### src/rtl/serial_adder.sv
// Bit-serial WIDTH-bit adder: one full adder, LSB-first, start/busy/done handshake.
// Optional subtract mode is enabled by defining SERIAL_ADDER_SUB_EN.

module fulladder (
    input  logic a,
    input  logic b,
    input  logic cin,
    output logic s,
    output logic cout
);
    assign s    = a ^ b ^ cin;
    assign cout = (a & b) | (a & cin) | (b & cin);
endmodule

module serial_adder #(
    parameter int unsigned WIDTH = 8
) (
    input  logic             clk,
    input  logic             rst,
    input  logic             start,
    input  logic [WIDTH-1:0] a,
    input  logic [WIDTH-1:0] b,
    input  logic             cin,
`ifdef SERIAL_ADDER_SUB_EN
    input  logic             sub,
`endif
    output logic             busy,
    output logic             done,
    output logic [WIDTH-1:0] sum,
    output logic             cout
);
    localparam int unsigned CNT_W = (WIDTH > 1) ? $clog2(WIDTH) : 1;
    localparam logic [CNT_W-1:0] CNT_LAST = CNT_W'(WIDTH - 1);

    typedef enum logic [1:0] {IDLE, RUN, DONE} state_t;

    state_t             state;
    logic [WIDTH-1:0]   a_r;
    logic [WIDTH-1:0]   b_r;
    logic               carry;
    logic [CNT_W-1:0]   cnt;
    logic               fa_s;
    logic               fa_cout;
    logic [WIDTH-1:0]   b_load;
    logic               carry_load;

    // Subtraction is a + ~b + 1; the carry-out then means "no borrow".
`ifdef SERIAL_ADDER_SUB_EN
    assign b_load     = sub ? ~b : b;
    assign carry_load = sub ? 1'b1 : cin;
`else
    assign b_load     = b;
    assign carry_load = cin;
`endif

    fulladder u_fa (
        .a    (a_r[0]),
        .b    (b_r[0]),
        .cin  (carry),
        .s    (fa_s),
        .cout (fa_cout)
    );

    always_ff @(posedge clk) begin
        if (rst) begin
            state <= IDLE;
            a_r   <= '0;
            b_r   <= '0;
            carry <= 1'b0;
            cnt   <= '0;
            busy  <= 1'b0;
            done  <= 1'b0;
            sum   <= '0;
            cout  <= 1'b0;
        end else begin
            done <= 1'b0;
            case (state)
                IDLE, DONE: begin
                    if (start) begin
                        a_r   <= a;
                        b_r   <= b_load;
                        carry <= carry_load;
                        cnt   <= '0;
                        busy  <= 1'b1;
                        state <= RUN;
                    end else begin
                        state <= IDLE;
                    end
                end
                RUN: begin
                    // start is deliberately not looked at while running
                    sum   <= {fa_s, sum[WIDTH-1:1]};
                    a_r   <= a_r >> 1;
                    b_r   <= b_r >> 1;
                    carry <= fa_cout;
                    cnt   <= cnt + CNT_W'(1);
                    if (cnt == CNT_LAST) begin
                        cout  <= fa_cout;
                        busy  <= 1'b0;
                        done  <= 1'b1;
                        state <= DONE;
                    end
                end
                default: state <= IDLE;
            endcase
        end
    end
endmodule
### config.mk
export PLATFORM = sky130hd
export DESIGN_NAME = serial_adder
export DESIGN_NICKNAME = d
export VERILOG_FILES = /design/src/rtl/serial_adder.sv
export SDC_FILE = /design/constraint.sdc
export NUM_CORES = 1
export LEC_CHECK = 0
export CAP_MARGIN = 20
export CORE_MARGIN = 2
export CORE_UTILIZATION = 53
export DETAILED_ROUTE_END_ITERATION = 8
export PLACE_DENSITY_LB_ADDON = 0.3
export RECOVER_POWER = 25
export SLEW_MARGIN = 20
export SYNTH_ARGS = -nofsm -noshare
export SYNTH_HDL_FRONTEND = slang
export SYNTH_SLANG_ARGS = --single-unit
### constraint.sdc
create_clock -name clk -period 2 [get_ports clk]
set_input_delay 0.5 -clock clk [delete_from_list [all_inputs] [get_ports clk]]
set_output_delay 0.5 -clock clk [all_outputs]
set_load 0.02 [all_outputs]
# Word-level counts from Yosys, hierarchy flattened
# Index checks and enable logic that the tools add are counted.
dict set report word_totals {
  reg_bits 33
  output_inout_bits 11
}
dict set report classes {
  addsub 1
  n_eq_ne 5
  mux 15
  bitwise_logic 8
  reduce_logical 7
}
# operator n
set ops {}
lappend ops {{$pmux 8 s2} 2}
lappend ops {{$mux 8} 2}
lappend ops {{$pmux 3 s2} 1}
lappend ops {{$mux 1} 5}
lappend ops {{$ne 2x2->1 const B} 2}
lappend ops {{$pmux 1 s2} 2}
lappend ops {{$pmux 2 s2} 1}
lappend ops {{$reduce_and 2->1} 2}
lappend ops {{$reduce_or 2->1} 2}
lappend ops {{$add 3x1->3 const B} 1}
lappend ops {{$and 1x1->1} 3}
lappend ops {{$eq 3x3->1 const B} 1}
lappend ops {{$mux 3} 1}
lappend ops {{$reduce_and 3->1} 1}
lappend ops {{$eq 2x1->1 const B} 1}
lappend ops {{$eq 2x2->1 const B} 1}
lappend ops {{$logic_not 2->1} 1}
lappend ops {{$mux 2} 1}
lappend ops {{$or 1x1->1} 2}
lappend ops {{$reduce_bool 2->1} 1}
lappend ops {{$xor 1x1->1} 2}
lappend ops {{$not 1->1} 1}

# Logic depth before layout (Yosys ltp)
# Gate-level depths: netlist (run 1).
dict set report logic_depth {
  ltp_word 4
  depth_mapped 5
}

# By module
# A second synthesis (run 1) with hierarchy kept.
dict set report hier_totals {
  hier_cells 163
  hier_area_um2 1367.6
}
# module instances cells_each area_each_um2 seq_area_each_um2
set by_module_without_submodules {}
lappend by_module_without_submodules {serial_adder 1 162 1347.5 660.6}
lappend by_module_without_submodules {fulladder 1 1 20.0 0.0}

# Worst setup path after synthesis (run 1)
# Ideal clock, no wire load.
dict set report synth_timing {
  path_kind {in2reg}
  start {input rst}
  end {register b_r[2]}
  setup_ns 0.141
  t_arrival_ns 1.105
  t_required_ns 1.859
  path_slack_ns 0.754
  cell_stages 3
  cell_sequence {buf_2 > clkbuf_1 > nor3_1}
}
# element line_no
set synth_rtl {}
lappend synth_rtl {{start, declared} 19} ;# input logic rst,
lappend synth_rtl {{end signal, assigned} 81} ;# b_r <= b_load;
lappend synth_rtl {{end signal, assigned} 94} ;# b_r <= b_r >> 1;
lappend synth_rtl {{end, declared} 39} ;# logic [WIDTH-1:0] b_r;
# No word-level cell between the ends.

# Final worst setup path (run 1)
dict set report layout_timing {
  start {input start}
  end {register a_r[2]}
}
dict set report layout_between {
  elab_chain_cells 2
}
# element line_no
set layout_rtl {}
lappend layout_rtl {{start, declared} 20} ;# input logic start,
lappend layout_rtl {{$ne 2x2->1 (no line)} n/a}
lappend layout_rtl {{$reduce_and 2->1 (no line)} n/a}
lappend layout_rtl {{end signal, assigned} 93} ;# a_r <= a_r >> 1;
lappend layout_rtl {{end, declared} 38} ;# logic [WIDTH-1:0] a_r;
# No other way between the ends.
# A chain may end at the register's enable or synchronous reset.

==> results_dict.tcl, run 1 <==
set metrics [dict create \
    status "finished clean" \
    clock-sinks 33 \
    ir_drop_mv 0.713 \
    synth_compound_area_share_pct 12.8 \
    post-route-drc-count 0 \
    min_path_type "reg2reg" \
    synth_top_family_by_area "simple AND/OR/NAND/NOR gates" \
    max_stage_delay_ns 0.69 \
    fin_crit_ns 1.86 \
    finalSetupViolations 0 \
    synth_area_um2 1400 \
    synthAdderAreaFrac_pct 3.21 \
    routedWlPerCell_um 14.0 \
    hold_start "sum[0]" \
    r2r_end "a_r[2]" \
    portBuffers 30 \
    seq_area_frac_synth_pct 47.1 \
    gp_congestion 0.714 \
    syn_area_per_cell_um2 9.48 \
    ctsHoldBuffers 0 \
    initial_utilization_pct 56.1 \
    rr_startpoint "state[0]" \
    vias 1157 \
    cts_buffer_depth 2 \
    ctsHtreeMaxLevel 2 \
    fill_cells 209 \
    synthesis.nets 171 \
    ant_nets 0 \
    die_width_um 55.4 \
    vias_per_cell 5.59 \
    setup_tns_ns 0 \
    yosysWarnings 0 \
    syn_inst 148 \
    cp-start-kind "input pin" \
    ys_types 22 \
    dp_hpwl_mm 1.85 \
    wirelength_mm 2.91 \
    grt_pass1_wl_mm 5.11 \
    clk_pin_slew_ns 0.10 \
    cts_root_buffer "clkbuf_4" \
    cp_cell_sequence "clkdlybuf4s50_1 > nand2b_1 > clkbuf_1 > o22ai_1 > nor3_2" \
    dp_cells 199 \
    numCtsBuffers 5 \
    diodes 0 \
    crit_start "start" \
    rsz0062_at_grt "no" \
    num_rows 18 \
    end_kind "flip-flop" \
    io_pins 31 \
    maxSlewHeadroom_pct 38.2 \
    detail_route.iter0.violations 28 \
    period_share_pct 92.8 \
    cts_resized 0 \
    stdcell_area_um2 1760 \
    clock_latency_ns 0.34 \
    top_usage_layer "met2" \
    drive_above_1_share_pct 16.9 \
    fmax_mhz 539 \
    p_leak_nw 0.624 \
    grt_antenna_before_repair 0 \
    path_max_fanout 21 \
    drt-pass1-iter-count 4 \
    finClkSkew_ns 0.0159 \
    grt_use_met2_pct 35.4 \
    grt_usage_pct 20.9 \
    final_max_slew_viol_count 0 \
    worst_slew_pin_slew_ns 0.927 \
    synthMuxAreaShare_pct 0 \
    post_cts_buffers 0 \
    use_met1_pct 23.6 \
    synth-simple-area-share_pct 29.2 \
    layoutNonFillerInstCount 207 \
    finalPower_mw 1.48 \
    grt_max_degree 34 \
    tritoncts "done" \
    ff2ff_path_depth 4 \
    holdPathEnd "sum[0]" \
    required_ns 2.25 \
    reg2reg_slack_ns 0.27 \
    criticalPathCategory "in2reg" \
    nets 199 \
    gr-total-overflow 0 \
    hold_viol_final 0 \
    cp_slowest_cell "clkbuf_1" \
    multi_input_area_um2 629 \
    grt_pass1_vias 1211 \
    min_path_cells 2 \
    maxCapViolCount 0 \
    use_met3_pct 8.67 \
    synthXorXnorAreaFrac_pct 0 \
    arrival_ns 2.11 \
    fp.dieH_um 55.4 \
    core_um2 2500 \
    powerDensity_nw_per_um2 844 \
    regArea_um2 661 \
    die_area_um2 3070 \
    synth-seq-cells 33 \
    dpl_cell_area_um2 1680 \
    synthToLayoutAreaGrowth_pct 25.4 \
]
-- through the flow --
stage | setup slack (ns) | hold slack (ns) | utilization, %
floorplan | 0.754 | 0.448 | -
global placement | 0.352 | 0.443 | 67.3
detailed placement | 0.243 | 0.457 | 67.3
CTS | 0.159 | 0.471 | 70.7
global route | 0.0550 | 0.491 | 70.4
finish | 0.143 | 0.467 | 70.4
-- placed cells by master, fill, tap and decap left out, types with 4 or more instances in the layout --
cell type        instances
nor2_1                   4
o22ai_1                 15
nand3_1                  6
nor3_2                  18
clkdlybuf4s50_1         30
nor3_1                  12
dfxtp_1                 33
clkbuf_4                 5
nand2_1                 21
a21oi_1                 14
-- flip-flops by register name (all words and copies together), names as in the netlist --
signal and flops:
carry 1, a_r 8, done 1, busy 1, b_r 8, cnt 3
sum 8, cout 1, state 2
-- worst max path at each step --
stage / to / slack [ns] / cells after the start
after floorplan: b_r[2] / 0.75 / 3
after global placement: a_r[1] / 0.35 / 5
after detailed placement: b_r[0] / 0.24 / 5
after global routing: a_r[4] / 0.06 / 5
after CTS: sum[7] / 0.16 / 1
final: a_r[2] / 0.14 / 5
-- cell type report --
type / instances / share of cell area (%)
clock inverter: 1 / 1.71
timing repair buffer: 35 / 19.7
tap: 30 / 2.13
clock buffer: 7 / 3.13
sequential: 33 / 37.6
multi-input combinational: 101 / 35.8
-- power breakdown --
part           internal, mW  switching, mW  leakage, nW  total [mW]
registers             0.700         0.0296        0.271       0.729
logic                 0.115          0.125        0.308       0.240
clock network         0.298          0.216       0.0455       0.515
total                  1.11          0.371        0.624        1.48
-- cells by family (layout without fill, tap and decap cells) --
kind of cell               Yosys count  count (layout)
and+or+nand+nor                     67              67
DFF                                 33              33
buffers and inverters               14              43
AOI/OAI and AO/OA                   31              31
adders and majority gates            3               3
-- worst max-delay path: cells and delay by family --
family | cells | cell delay [ns]
AO/OA/AOI/OAI | 1 | 0.21
buffers and inverters | 2 | 1.12
AND/OR/NAND/NOR | 2 | 0.28
-- cells in the mapped netlist --
cell / instances / area [µm²]
a21oi_1: 14 / 70.1
and2b_1: 1 / 7.51
fa_1: 1 / 20.0
nand2b_1: 3 / 18.8
nand3b_1: 1 / 7.51
nor2b_1: 1 / 6.26
nand3_2: 1 / 10.0
buf_4: 5 / 37.5
nand3_1: 5 / 25.0
buf_6: 3 / 33.8
buf_8: 1 / 15.0
clkbuf_1: 3 / 11.3
nor2_1: 4 / 15.0
a21oi_2: 1 / 8.76
nor3_2: 18 / 180
o22ai_1: 15 / 93.8
dfxtp_1: 33 / 661
o21a_1: 1 / 7.51
ha_1: 2 / 25.0
buf_2: 2 / 10.0
nor3_1: 12 / 60.1
nand2_1: 21 / 78.8
-- per-layer routing --
metal	wire length [µm]	up-vias
met1	1280	542
met3	164	7
met4	43	0
met5	0	-
li1	-	578
met2	1420	30
(Power assumes the default switching activity.)
==> run 2, diff against run 1 <==
--- a/config.mk
+++ b/config.mk
@@ -5,8 +5,8 @@
 export SDC_FILE = /design/constraint.sdc
 export NUM_CORES = 1
 export LEC_CHECK = 0
+export ABC_CLOCK_PERIOD_IN_PS = 2000
 export CAP_MARGIN = 20
-export CORE_MARGIN = 2
 export CORE_UTILIZATION = 53
 export DETAILED_ROUTE_END_ITERATION = 8
 export PLACE_DENSITY_LB_ADDON = 0.3
==> run 2 against run 1 <==
Net effect:
- combinational power is essentially flat
- worst hold slack gained 0.0039 ns
- highest routed layer unchanged
- clock skew shrank 0.0047 ns
- first-iteration DRC count shrank 36%
- largest cell class unchanged
- clock-buffer cell count is the same
- critical path type unchanged
- global-route usage grew 1.8 points
==> results_dict.tcl, run 2 (same netlist as run 1, synthesis figures left out) <==
set metrics [dict create \
    cp-endpoint "a_r[1]" \
    final_max_slew_viol_count 0 \
    path_max_fanout 21 \
    fin_crit_ns 1.82 \
    ctsHtreeMaxLevel 2 \
    rsz0062_at_grt "no" \
    required_ns 2.27 \
    criticalPathCategory "in2reg" \
    clock-sinks 33 \
    reg.largest.list "a_r (8), b_r (8), sum (8)" \
    switching_share_pct 27.0 \
    vias 1137 \
    crit_start "start" \
    layout_common_cells "dfxtp_1, clkdlybuf4s50_1, nand2_1, nor3_2, o22ai_1" \
    gr-total-overflow 0 \
    numCtsBuffers 5 \
    period_share_pct 91.2 \
    vias_per_cell 5.52 \
    seqPwrFrac_pct 54.2 \
    grt_pass1_wl_mm 4.42 \
    fp.dieH_um 53.4 \
    grt_max_degree 34 \
    post_cts_buffers 0 \
    p_int_mw 0.979 \
    cts_buffer_depth 2 \
    ant_nets 0 \
    powerDensity_nw_per_um2 775 \
    fmax_mhz 548 \
    clk_pin_slew_ns 0.10 \
    tritoncts "done" \
    detail_route.iter0.violations 18 \
    p_leak_nw 0.609 \
    status "finished clean" \
    cts_root_buffer "clkbuf_4" \
    reg2reg_slack_ns 0.33 \
    diodes 0 \
    clock_latency_ns 0.33 \
    wirelength_mm 2.79 \
    synthToLayoutAreaGrowth_pct 23.5 \
    maxCapViolCount 0 \
    initial_utilization_pct 56.1 \
    drt-pass1-iter-count 4 \
    finClkSkew_ns 0.0112 \
    routedWlPerCell_um 13.5 \
    p_sw_mw 0.363 \
    rr_startpoint "state[0]" \
    die_area_um2 2860 \
    worst_hold_slack_ns 0.471 \
    gp_congestion 0.719 \
    arrival_ns 2.09 \
    grt_usage_pct 22.8 \
    r2r_end "a_r[1]" \
    worst_slew_pin_slew_ns 0.896 \
    portBuffers 30 \
    layoutNonFillerInstCount 206 \
    core_um2 2500 \
    finalSetupViolations 0 \
    drive_above_1_share_pct 17.0 \
    min_path_type "reg2reg" \
    combPwrFrac_pct 17.7 \
    dp_hpwl_mm 1.74 \
    setup_tns_ns 0 \
    ir_drop_mv 0.673 \
    maxSlewHeadroom_pct 40.3 \
    cp-start-kind "input pin" \
    nets 199 \
    grt_pass1_vias 1024 \
    num_rows 18 \
    final_common_cell "dfxtp_1" \
    io_pins 31 \
    clockPowerShare_pct 28.0 \
    hold_viol_final 0 \
    dp_cells 199 \
    end_kind "flip-flop" \
    grt_antenna_before_repair 0 \
    post-route-drc-count 0 \
    die_width_um 53.4 \
    cts_resized 0 \
    ctsHoldBuffers 0 \
    ff2ff_path_depth 4 \
]
[run 2: changes by cell type in the layout (fill, tap and decap cells not counted)]
cell,before,now
clkbuf_2,0,1
bufinv_16,1,0
buf_4,3,2
nand3_1,6,5
nand3_2,0,1
[run 2: layout make-up]
| class | count | area, µm² |
|---|---|---|
| Fill cell | 215 | 768 |
| Sequential cell | 33 | 661 |
| Multi-Input combinational cell | 101 | 634 |
| Timing Repair Buffer | 35 | 344 |
| Clock buffer | 7 | 55.1 |
| Tap cell | 30 | 37.5 |
[run 2: per-layer routing]
layer | wire (µm) | share of wire, % | global-route usage [%] | vias up
met1 | 1320 | 47 | 27.7 | 532
met2 | 1310 | 47 | 35.6 | 22
met3 | 117 | 4.2 | 6.03 | 5
li1 | - | - | - | 578
met4 | 46 | 1.6 | 13.2 | 0
met5 | 0 | 0 | 0 | -
[run 2: worst min path at each step]
stage	end	start	depth (start not counted)	slack, ns
after floorplan	a_r[7]	a_r[7]	2	0.45
after global placement	sum[0]	sum[0]	2	0.44
after detailed placement	sum[3]	sum[3]	2	0.46
after CTS	sum[3]	sum[3]	2	0.47
after global routing	sum[2]	sum[3]	2	0.48
final	cout	cout	2	0.47
[run 2: power groups by stage]
stage / Sequential [mW] / Clock, mW / Combinational [mW]
final: 0.728 / 0.376 / 0.238
after global routing: 0.733 / 0.418 / 0.260
after CTS: 0.728 / 0.387 / 0.242
after detailed placement: 0.743 / 0 / 0.239
after global placement: 0.741 / 0 / 0.233
after floorplan: 0.743 / 0 / 0.173
[run 2: worst max-delay path: stages]
cell and delay [ns]:
clkdlybuf4s50_1 0.41, nand2b_1 0.07, clkbuf_1 0.67, o22ai_1 0.24
nor3_2 0.19
[run 2: stage by stage]
| step | area [µm²] | util, % | power (mW) | worst slack (ns) |
|---|---|---|---|---|
| 4_1_cts | 1740 | 69.5 | 1.36 | 0.169 |
| 5_1_grt | 1730 | 69.3 | 1.41 | 0.0789 |
| 3_5_place_dp | 1680 | 67.3 | 0.982 | 0.304 |
| 3_3_place_gp | 1680 | 67.3 | 0.974 | 0.354 |
| 6_report | 1730 | 69.3 | 1.34 | 0.175 |
| 2_1_floorplan | 1400 | - | 0.916 | 0.754 |
==> run 3, diff against run 2 <==
==> constraint.sdc (replaced) <==
create_clock -name clk -period 2 [get_ports clk]
set_input_delay 0.2 -clock clk [delete_from_list [all_inputs] [get_ports clk]]
set_output_delay 0.2 -clock clk [all_outputs]
set_load 0.02 [all_outputs]
==> run 3 against run 2 <==
Net effect:
- fmax rose by 20%
- sequential cell count did not move
- worst setup slack improved by 0.30 ns
- via count fell by 0.53%
- clock-buffer cell count fell by 2
- register-to-register slack improved by 0.16 ns
- sequential share of layout area rose by 0.47 points
- clock skew fell by 0.0031 ns
- cell count did not move
- first-iteration DRC count fell by 44%
- critical path depth fell by 4
- design area fell by 1.2%
- critical path type is now reg2out
==> results_dict.tcl, run 3 (same netlist as run 1, synthesis figures left out) <==
set metrics [dict create \
    ff2ff_path_depth 3 \
    die_area_um2 2860 \
    vias_per_cell 5.49 \
    initial_utilization_pct 56.1 \
    cp_cell_sequence "clkdlybuf4s50_1" \
    r2r_end "a_r[2]" \
    layout_common_cells "dfxtp_1, clkdlybuf4s50_1, nand2_1, nor3_2, o22ai_1" \
    fill_cells 226 \
    synthToLayoutAreaGrowth_pct 21.9 \
    arrival_ns 1.32 \
    utilization_pct 68.4 \
    dp_slack_ns 0.322 \
    post_cts_buffers 0 \
    reg2reg_slack_ns 0.49 \
    cp-endpoint "sum[5]" \
    worstSetupPathDepth 1 \
    p_leak_nw 0.603 \
    post-route-drc-count 0 \
    p_sw_mw 0.378 \
    grt_usage_pct 21.9 \
    ctsHoldBuffers 0 \
    portBuffers 30 \
    cp_slowest_cell "clkdlybuf4s50_1" \
    die_width_um 53.4 \
    hold_start "a[7]" \
    powerDensity_nw_per_um2 773 \
    finClkSkew_ns 0.00814 \
    core_um2 2500 \
    p_int_mw 0.944 \
    rsz0062_at_grt "no" \
    fin_crit_ns 1.52 \
    crit_start "sum[5]" \
    seqPwrFrac_pct 55.1 \
    path_max_fanout 3 \
    combPwrFrac_pct 17.7 \
    status "finished clean" \
    clock-sinks 33 \
    maxSlewHeadroom_pct 47.2 \
    cp-start-kind "flip-flop" \
    criticalPathCategory "reg2out" \
    gr-total-overflow 0 \
    setup_tns_ns 0 \
    reg.largest.list "a_r (8), b_r (8), sum (8)" \
    stdcell_area_um2 1710 \
    nets 198 \
    drive_above_1_share_pct 17.6 \
    fp.dieH_um 53.4 \
    min_path_type "in2reg" \
    grt_pass1_wl_mm 4.31 \
    detail_route.iter0.violations 10 \
    cts_resized 0 \
    wirelength_mm 2.73 \
    vias 1131 \
    tritoncts "done" \
    ir_drop_mv 0.688 \
    rr_startpoint "state[0]" \
    period_share_pct 76.2 \
    dpl_cell_area_um2 1660 \
    routedWlPerCell_um 13.2 \
    required_ns 1.80 \
    cts_buffer_depth 2 \
    hold_viol_final 0 \
    end_kind "primary output" \
    gp_congestion 0.762 \
    grt_pass1_vias 965 \
    worst_slew_pin_slew_ns 0.793 \
    fmax_mhz 656 \
    final_common_cell "dfxtp_1" \
    clockPowerShare_pct 27.2 \
    maxCapViolCount 0 \
    numCtsBuffers 5 \
    switching_share_pct 28.6 \
    grt_antenna_before_repair 0 \
    num_rows 18 \
    drt-pass1-iter-count 4 \
    ctsHtreeMaxLevel 2 \
    cts_root_buffer "clkbuf_4" \
    max_stage_delay_ns 0.62 \
    finalSetupViolations 0 \
    ant_nets 0 \
    io_pins 31 \
    clock_latency_ns 0.33 \
    final_max_slew_viol_count 0 \
    clk_pin_slew_ns 0.10 \
    cp_top_family "buffers and inverters" \
    grt_max_degree 34 \
    diodes 0 \
    dp_hpwl_mm 1.69 \
    cp_num_buf_inv 1 \
    layout_setup_ws_ns 0.475 \
]
==> run 3: changes by cell type in the layout (fill, tap and decap cells not counted), sizes merged <==
cell	previous run	this run
clkinvlp	0	1
clkbuf	9	6
clkinv	0	2
==> run 3: power groups by stage <==
stage | clock network (mW) | logic [mW] | registers [mW]
2_1_floorplan | 0 | 0.173 | 0.743
3_3_place_gp | 0 | 0.227 | 0.741
3_5_place_dp | 0 | 0.235 | 0.743
4_1_cts | 0.372 | 0.236 | 0.728
5_1_grt | 0.405 | 0.257 | 0.734
6_report | 0.359 | 0.235 | 0.728
==> run 3: per-stage QoR <==
step                total power, mW  std cells  hold slack, ns
finish                         1.32        206           0.406
global route                   1.40        206           0.405
CTS                            1.34        206           0.390
detailed placement            0.978        198           0.454
global placement              0.968        198           0.444
floorplan                     0.916        148           0.336
==> run 3: final cells by class <==
type | instances | area [µm²] | share of cell area (%)
Clock buffer | 5 | 37.5 | 2.19
Clock inverter | 3 | 17.5 | 1.02
Multi-Input combinational cell | 101 | 629 | 36.8
Sequential cell | 33 | 661 | 38.6
Tap cell | 30 | 37.5 | 2.19
Timing Repair Buffer | 34 | 328 | 19.2
==> run 3: how the worst min path moves through the flow <==
stage | slack (ns) | depth (start not counted) | endpoint
global placement | 0.44 | 2 | sum[0]
CTS | 0.39 | 3 | a_r[7]
floorplan | 0.34 | 2 | a_r[7]
global route | 0.40 | 3 | b_r[7]
finish | 0.41 | 3 | a_r[7]
detailed placement | 0.45 | 2 | sum[0]
==> run 3: routing by layer <==
metal	global-route usage, %	routed length [µm]
met1	26.0	1270
met2	35.2	1270
met3	9.48	161
met4	6.58	30
met5	0	0
